===== src/rtl/tag_resolver.sv =====
// Tag resolver: captures a responder tag vector and emits set-bit indices in
// ascending order over a valid/ready handshake, one index per cycle.
module tag_resolver #(
   parameter int unsigned N  = 100,
   parameter int unsigned IW = 7
) (
   input  logic          CLK,
   input  logic          RST,
   input  logic [N-1:0]  tags,
   input  logic          start,
   input  logic          idx_ready,
   output logic          idx_valid,
   output logic [IW-1:0] idx,
   output logic          last,
   output logic          busy,
   output logic [IW-1:0] count,
   output logic          done,
   output logic          none
);

   typedef enum logic [1:0] {StIdle, StScan, StDone} state_e;

   state_e        state_q, state_d;
   logic [N-1:0]  pending_q, pending_d;
   logic [IW-1:0] count_q, count_d;
   logic          none_q, none_d;
   logic [IW-1:0] lowest;
   logic          single;

   // Priority-encode the lowest set bit of the pending vector.
   always_comb begin
      lowest = '0;
      for (int i = N - 1; i >= 0; i--) begin
         if (pending_q[i]) lowest = IW'(i);
      end
   end

   // Exactly one responder left means the presented index is the final one.
   assign single = (pending_q != '0) && ((pending_q & (pending_q - N'(1))) == '0);

   // State and datapath registers with synchronous reset.
   always_ff @(posedge CLK) begin
      if (RST) begin
         state_q   <= StIdle;
         pending_q <= '0;
         count_q   <= '0;
         none_q    <= 1'b0;
      end else begin
         state_q   <= state_d;
         pending_q <= pending_d;
         count_q   <= count_d;
         none_q    <= none_d;
      end
   end

   // Next-state: capture in idle, retire one index per accepted transfer.
   always_comb begin
      state_d   = state_q;
      pending_d = pending_q;
      count_d   = count_q;
      none_d    = none_q;
      unique case (state_q)
         StIdle: begin
            if (start) begin
               pending_d = tags;
               count_d   = '0;
               none_d    = (tags == '0);
               state_d   = (tags == '0) ? StDone : StScan;
            end
         end
         StScan: begin
            if (idx_ready) begin
               pending_d = pending_q & ~({{(N-1){1'b0}}, 1'b1} << lowest);
               count_d   = count_q + IW'(1);
               if (single) state_d = StDone;
            end
         end
         StDone: begin
            state_d = StIdle;
         end
         default: begin
            state_d = StIdle;
         end
      endcase
   end

   // Outputs decoded from the current state; idx is forced to 0 outside scan.
   always_comb begin
      idx_valid = (state_q == StScan);
      idx       = (state_q == StScan) ? lowest : '0;
      last      = (state_q == StScan) && single;
      busy      = (state_q != StIdle);
      done      = (state_q == StDone);
   end

   assign count = count_q;
   assign none  = none_q;

endmodule

===== config.mk =====
export PLATFORM = sky130hd
export DESIGN_NAME = tag_resolver
export DESIGN_NICKNAME = d
export VERILOG_FILES = /design/src/rtl/tag_resolver.sv
export SDC_FILE = /design/constraint.sdc
export NUM_CORES = 1
export LEC_CHECK = 0
export BUFFER_PORTS_ARGS = -buffer_cell sky130_fd_sc_hd__buf_2
export CAP_MARGIN = 20
export CORE_ASPECT_RATIO = 0.75
export CORE_MARGIN = 2
export CORE_UTILIZATION = 40
export CTS_CLUSTER_DIAMETER = 150
export CTS_CLUSTER_SIZE = 40
export DETAILED_ROUTE_END_ITERATION = 6
export GPL_ROUTABILITY_DRIVEN = 0
export GPL_TIMING_DRIVEN = 0
export PLACE_DENSITY_LB_ADDON = 0.05
export RECOVER_POWER = 25
export SETUP_SLACK_MARGIN = 0.3
export SYNTH_ARGS = -nofsm -noshare
export SYNTH_HDL_FRONTEND = slang
export SYNTH_SLANG_ARGS = --single-unit

===== constraint.sdc =====
create_clock -name CLK -period 11.5 [get_ports CLK]
set_input_delay 3.45 -clock CLK [delete_from_list [all_inputs] [get_ports CLK]]
set_output_delay 3.45 -clock CLK [all_outputs]
set_load 0.01 [all_outputs]

Word level (Yosys, flattened, before mapping)

Cells that the tools add are included.

Bits in registers: 110
Bits of input ports: 104
Output and inout bits: 19
Word-level logic and storage cells: 138

Add/sub/neg operators: 2
Equality and inequality tests: 5
Shift-type cells: 1
Muxes and demuxes: 112
Bitwise gates (word level): 3
Reduce and logical (&&, ||, !) cells: 11

Operators with widths:

| kind                                                  | number |
|---|---|
| 2-to-1 mux 7 bit                                      | 103 |
| bitwise AND 100 bit                                   | 2 |
| logical NOT 100 bit                                   | 2 |
| 2-to-1 mux 100 bit                                    | 2 |
| case mux 100 bit (2 select lines)                     | 1 |
| NOT 100 bit                                           | 1 |
| nonzero test 100 bit                                  | 1 |
| left shift 1 x 7 -> 100 bit, first input constant     | 1 |
| subtractor 100 x 1 -> 100 bit, second input constant  | 1 |
| case mux 7 bit (2 select lines)                       | 1 |
| 2-to-1 mux 2 bit                                      | 4 |
| adder 7 x 1 -> 7 bit, second input constant           | 1 |
| AND reduction 3 bit                                   | 2 |
| inequality test 2 bit, second input constant          | 2 |
| case mux 2 bit (2 select lines)                       | 1 |
| nonzero test 2 bit                                    | 2 |
| equality test 2 x 1 -> 1 bit, second input constant   | 1 |
| equality test 2 bit, second input constant            | 1 |
| logical AND 1 bit                                     | 2 |
| logical NOT 2 bit                                     | 1 |
| inequality test 2 x 1 -> 1 bit, second input constant | 1 |
| AND reduction 2 bit                                   | 1 |

Logic depth before layout (Yosys ltp)

Gate-level depths: netlist (run 1).

Word-level depth: 105
Depth in mapped cells: 12
Gate-level depth less buffers: 9

Worst setup path before layout (run 1)

Ideal clock, no wire load.

Path kind: register -> output
Start: register pending_q[29]
End: output last
Data arrival time: 3,327 ps
Data required time: 8,050 ps
Setup slack: 4,723 ps
Cell stages (with the launch flop): 12
Path through: dfxtp_1 buf_6 or4_4 or3_1 or4_1 buf_2 or3_1 nand2b_4 a2111oi_4 nand4_1 nor4_2 and2_1

Longest elaborated chain between the ends: 5
Elaborated cells on any way between the ends: 6
Those cells by class: 1 x add/sub; 1 x bitwise; 4 x reduce/logical

Ends and longest elaborated chain:

| item                          | line | RTL |
|---|---|---|
| start, declared               | 24   | `logic [N-1:0] pending_q, pending_d;` |
| start signal, assigned        | 50   | `pending_q <= pending_d;` |
| subtractor 100 x 1 -> 100 bit | 39   | `assign single = (pending_q != '0) && ((pending_q & (pending_q - N'(1))) == '0);` |
| bitwise AND 100 bit           | 39   |  |
| logical NOT 100 bit           | 39   |  |
| logical AND 1 bit *           | 39   |  |
| logical AND 1 bit *           | 91   | `last = (state_q == StScan) && single;` |
| end, declared                 | 14   | `output logic last,` |

Mark *: on every way between the ends. The rest lies on a longest branch, timed or not.

Worst setup path after layout (run 1)

Start: register pending_q[0]
End: output last

Same word-level chain as after synthesis.

==> results of run 1 <==
Yosys cell counts, drive strengths merged, types with 27 or more instances:
master,number
nand2,136
clkbuf,111
dfxtp,110
nor2,105
a21oi,91
nor4,70
o21ai,64
nor3,54
nand3,49
inv,42
a221oi,31
nand4,30
or4,28
o311ai,27
cell families (layout without fill, tap and decap cells):
group / Yosys count / count (layout) / share of synthesized area
multiplexers: 4 / 4 / 0.004653
AND/OR/NAND/NOR: 552 / 552 / 0.3299
AO/OA/AOI/OAI: 402 / 402 / 0.3296
flip-flops: 110 / 110 / 0.2559
buffers and inverters: 160 / 306 / 0.07095
adder cells (fa/ha/maj): 4 / 4 / 0.004943
XOR/XNOR: 4 / 4 / 0.004072
layer usage:
layer | global-route usage | part of all wire
met5 | 0 | 0
met2 | 0.5520 | 0.38
met3 | 0.1499 | 0.15
met1 | 0.5528 | 0.42
met4 | 0.1615 | 0.047
tightest hold or removal path: cells and delay by family, from the launching register on:
kind	cells	cell delay [ns]
flops	1	0.33
compound gates	2	0.13
layout make-up:
class | instances | area, um^2
Clock buffer | 9 | 225.2
Buffer | 117 | 449.2
Tap cell | 288 | 360.3
Fill cell | 2283 | 11180
Multi-Input combinational cell | 966 | 5814
Timing Repair Buffer | 131 | 676.9
Sequential cell | 110 | 2202
Inverter | 43 | 161.4
Clock inverter | 6 | 56.30
registers in the layout, indices dropped and copies added (netlist names):
signal / flops
none: 1
state_q: 2
pending_q: 100
count: 7
worst paths after layout:
path	startpoint	cells after the start	endpoint	slack (ns)
max	pending_q[0]	12	last	2.33
min	count[6]	2	count[6]	0.50
max reg2reg	pending_q[0]	11	state_q[1]	6.25
min reg2reg	count[6]	2	count[6]	0.50
stage by stage:
step                      utilization  total power [uW]  instances
after CTS                      0.4707              1359       1667
after global routing           0.4709              1442       1670
after floorplan                     -             806.9       1236
after detailed placement       0.4574              1035       1652
final                          0.4709              1400       1670
after global placement         0.4534              1030       1646
where the power goes:
part / internal [uW] / switching (uW) / leakage (uW)
Combinational: 185 / 441 / 0.00233
Sequential: 411 / 35.2 / 0.000903
Clock: 151 / 178 / 0.000139
Total: 747 / 654 / 0.00338
==> impl_results.md, run 1 <==
* Outcome: finished with violations
* Failing checks: design-rule violations, max-capacitance violations, max-slew violations
* Sink Count at 110
* Commonest non-fill, non-tap cells in the layout: nand2_1, clkbuf_1, buf_2
* Period utilization at 0.7974
* Crit. End Element: output port
* Final Hold Viols at 0
* Setup CP Type: flip-flop to output port
* Max-slew headroom at -0.07835
* Worst Max-Slew Pin Slew at 1.605 ns
* Pre-CTS WS at 3.279 ns
* Crit path max-delay family: simple AND/OR/NAND/NOR gates
* DIE AREA at 22720 um^2
* Post-route clock skew at 0.02134 ns
* Ys flop type: dfxtp_1
* RSZ-0062 raised after global routing: false
* Most common cell after layout, fill and taps aside: nand2_1
* Grt total ovfl at 0
* Netlist Area Pre-Place at 8606 um^2
* Arr. time, crit path at 5.72 ns
* #FFs+latches synth at 110
* FMAX at 0.1091 GHz
* IO Port Bufs at 122
* Num CTS Buffers at 9
* Yosys cell types at 75
* Largest net degree at the start of global routing at 20
* Antenna viol nets, final at 0
* Antenna violations before repair at 3
* Syn. warnings at 0
* WL per Instance at 27.56 um
* Setup ws final at 2.330 ns
* Ratio of cells with drive above 1 in the final layout at 0.1165
* First-pass GRT wire length at 66740 um
* Clock period minus final worst setup slack at 9.170 ns
* Maximum buffer depth of the clock tree at 2
* Mapped Nets at 1341
* Hold buffer count at CTS at 0
* Synthesized area per cell at 6.963 um^2
* Cts repair resizes at 0
* TritonRoute pass-1 iters at 7
* Synthesis-to-layout area growth at 15.57%
* IO Pins at 123
* Initial detailed-routing violation count at 2040
* Clk pin slew, worst setup/hold paths at 0.08 ns
* Post-Synthesis Cells at 1236
* DRC viols at 5
* Slowest cell on crit path: or4_1
* HP Class: flip-flop to flip-flop
* Crit path buffers/inverters at 3
* Vias at 11.66k
* Largest cells by area after synthesis: dfxtp_1, nand2_1, a21oi_1
* Final instance area at 9946 um^2
* Die width at 173.4 um
* Final setup fails at 0
* Sequential area share after synthesis at 0.2559
* DP Wirelength at 35340 um
* Worst EP required at 8.05 ns
* H-tree levels at 3
* WHS at 0.4975 ns
* Cell Chain, Critical Path: clkbuf_1, or4_1, nor4_4, nand4_1, clkbuf_1, o21ai_0, o21ai_0, a211oi_1, nand3_1, nor4_2, and2_1, buf_2
* Maximum fanout along the worst path at 10
* Post-CTS Setup Repair Bufs at 0
* Via density at 6.979
* Number of antenna diodes at 0
* Startpoint types: flip-flop
* Clk Latency, worst-skew pair at 0.39 ns
* CORE AREA at 21120 um^2
* Nets at 1483
* Row cnt at 46
* Placed cell area at 9661 um^2
* DIE HEIGHT at 131.0 um
* Final WL at 46020 um
* Synth async-reset ratio at 0
* Critical Path Max Stage Delay at 0.71 ns
* Pwr/cell area at 140.8 nW/um^2
* Area leader, netlist: dfxtp_1
* Peak VDD IR at 85.52 uV
* Max Cap Violations at 1
* Post-synth EDFFs at 0
* Setup TNS at 0 ns
* Starting Density at 0.4074
* Max-slew violation count at 7
* Leakage at 0.003376 uW
* Yosys top cell area share at 0.2559
* GRT Total Usage at 0.3986
* CTS tree: built
* Number of global-route vias before repair at 10.19k
* CTS root buf: clkbuf_16
No activity file was read; power rests on OpenSTA's default activity.
==> run 2: changes to the inputs <==
==> constraint.sdc (replaced) <==
create_clock -name CLK -period 8.9 [get_ports CLK]
set_input_delay 2.67 -clock CLK [delete_from_list [all_inputs] [get_ports CLK]]
set_output_delay 2.67 -clock CLK [all_outputs]
set_load 0.01 [all_outputs]
==> run 2 against run 1 <==
  * The flow now finishes without violations
  * Clock power is 29% higher
  * Global-route usage is the same
  * Non-clock buffer count did not move
  * Power up 29%
  * Worst hold slack is essentially flat
  * Combinational power is 29% higher
  * First-iteration DRC count grew 0.54%
  * Clock skew about the same
  * Cell count is essentially flat
  * Clock-buffer cell count unchanged
  * Critical path type unchanged
  * Largest cell class unchanged
==> impl_results.md, run 2 (synthesis results as in run 1) <==
* Register area at 2202 um^2 (unchanged)
* HP Class: flip-flop to flip-flop
* DRC viols at 0 (-5)
* Fillers at 2288 (+0.22%)
* DP Wirelength at 35340 um (unchanged)
* Vias at 11.65k (-0.086%)
* DIE HEIGHT at 131.0 um (unchanged)
* Startpoint types: flip-flop
* Via density at 6.969 (-0.15%)
* Clk pin slew, worst setup/hold paths at 0.09 ns (about the same)
* Ratio of cells with drive above 1 in the final layout at 0.1151 (-0.001447)
* CORE AREA at 21120 um^2 (unchanged)
* Final setup fails at 0 (unchanged)
* TritonRoute pass-1 iters at 6 (-1)
* Clock period minus final worst setup slack at 8.421 ns
* CTS tree: built
* Outcome: complete, no violations
* Multi-input gate area at 5809 um^2 (about the same)
* DIE AREA at 22720 um^2 (unchanged)
* Row cnt at 46 (unchanged)
* Nets at 1483 (unchanged)
* Starting Density at 0.4074 (unchanged)
* Max FFs per register at 100 (unchanged)
* Antenna viol nets, final at 0 (unchanged)
* Initial detailed-routing violation count at 2051 (+0.54%)
* Period utilization at 0.9462
* Final WL at 45990 um (about the same)
* Largest net degree at the start of global routing at 20 (unchanged)
* WHS at 0.4975 ns (-0.00003100 ns)
* Synthesis-to-layout area growth at 15.32%
* Setup ws final at 0.4791 ns (-1.851 ns)
* Leakage at 0.003354 uW (-0.65%)
* Max Cap Violations at 0 (-1)
* Grt total ovfl at 0 (unchanged)
* Max-slew headroom at 0.08884 (+0.1672)
* Number of global-route vias before repair at 10.19k (unchanged)
* Sink Count at 110 (unchanged)
* Hold buffer count at CTS at 0 (unchanged)
* Slowest cell on crit path: nor3_1
* GRT Total Usage at 0.3986 (unchanged)
* IO Pins at 123 (unchanged)
* Post-CTS Setup Repair Bufs at 0 (unchanged)
* Worst Max-Slew Pin Slew at 1.356 ns (-0.2489 ns)
* CTS root buf: clkbuf_16
* Worst EP required at 6.23 ns (-1.82 ns)
* Critical Path Max Stage Delay at 0.89 ns (+0.18 ns)
* IO Port Bufs at 122 (unchanged)
* Num CTS Buffers at 9 (unchanged)
* FMAX at 0.1188 GHz
* Cell Chain, Critical Path: or3_1, buf_2, nor3_1, nand4_1, clkbuf_1, o21ai_0, o21ai_0, a211oi_1, nand3_1, nor4_2, and2_1, buf_2
* Pre-CTS WS at 1.459 ns (-1.820 ns)
* Post-route clock skew at 0.02118 ns (-0.0001547 ns)
* Maximum fanout along the worst path at 10 (unchanged)
* Final Hold Viols at 0 (unchanged)
* Setup TNS at 0 ns (unchanged)
* Cts repair resizes at 0 (unchanged)
* RSZ-0062 raised after global routing: false
* Arr. time, crit path at 5.75 ns (+0.03 ns)
* Pwr/cell area at 182.0 nW/um^2 (+29%)
* Clk Latency, worst-skew pair at 0.39 ns (about the same)
* Maximum buffer depth of the clock tree at 2 (unchanged)
* Most common cell after layout, fill and taps aside: nand2_1
* H-tree levels at 3 (unchanged)
* Antenna violations before repair at 3 (unchanged)
* Crit. End Element: output port
* Die width at 173.4 um (unchanged)
* Commonest non-fill, non-tap cells in the layout: nand2_1, clkbuf_1, buf_2
* Setup CP Type: flip-flop to output port
* WL per Instance at 27.52 um (-0.11%)
* Peak VDD IR at 110.3 uV (+29%)
* Top reg by flops: pending_q
* Max-slew violation count at 0 (-7)
* First-pass GRT wire length at 66740 um (unchanged)
-- run 2: cell count changes in the layout (fill, tap and decap cells not counted), sizes merged --
cell / change
clkbuf: +1
diode: +1
dlymetal6s2s: -1
-- run 2: worst paths after layout --
check	slack, ns	endpoint	from	depth (start not counted)
min reg2reg	0.50	count[6]	count[6]	2
max	0.48	last	pending_q[24]	12
min	0.50	count[6]	count[6]	2
max reg2reg	3.62	state_q[1]	pending_q[24]	11
-- run 2: per-stage QoR --
| step | util | total power, uW | cell area [um^2] | std cells |
|---|---|---|---|---|
| floorplan | - | 1043 | 8606 | 1236 |
| global placement | 0.4534 | 1331 | 9577 | 1646 |
| detailed placement | 0.4574 | 1338 | 9661 | 1652 |
| CTS | 0.4707 | 1755 | 9942 | 1667 |
| global route | 0.4697 | 1861 | 9922 | 1670 |
| finish | 0.4699 | 1806 | 9925 | 1671 |
-- run 2: report_power, final --
part	leakage, uW	switching, uW	internal [uW]	total (uW)
Combinational	0.00231	568	237	805
Sequential	0.000903	45.5	531	577
Clock	0.000139	230	195	424
-- run 2: worst max-delay path, delay by kind of cell, from the launching register on --
kind                   cells  cell delay [ns]
buffers and inverters      3             0.72
AOI/OAI and AO/OA          3             1.33
DFF                        1             0.39
and+or+nand+nor            6             2.95
-- run 2: area by class of cell --
type | count | area share
Antenna cell | 1 | 0.0002521
Buffer | 117 | 0.04526
Clock buffer | 9 | 0.02269
Clock inverter | 6 | 0.005673
Inverter | 43 | 0.01626
Multi-Input combinational cell | 966 | 0.5854
Sequential cell | 110 | 0.2219
Tap cell | 288 | 0.03631
Timing Repair Buffer | 131 | 0.06631
-- run 2: layer usage --
| metal | track usage | up-vias | share of wire |
|---|---|---|---|
| met5 | 0 | - | 0 |
| met4 | 0.1615 | 0 | 0.046 |
| met3 | 0.1499 | 151 | 0.16 |
| met2 | 0.5520 | 940 | 0.38 |
| met1 | 0.5528 | 5474 | 0.41 |
| li1 | - | 5080 | - |
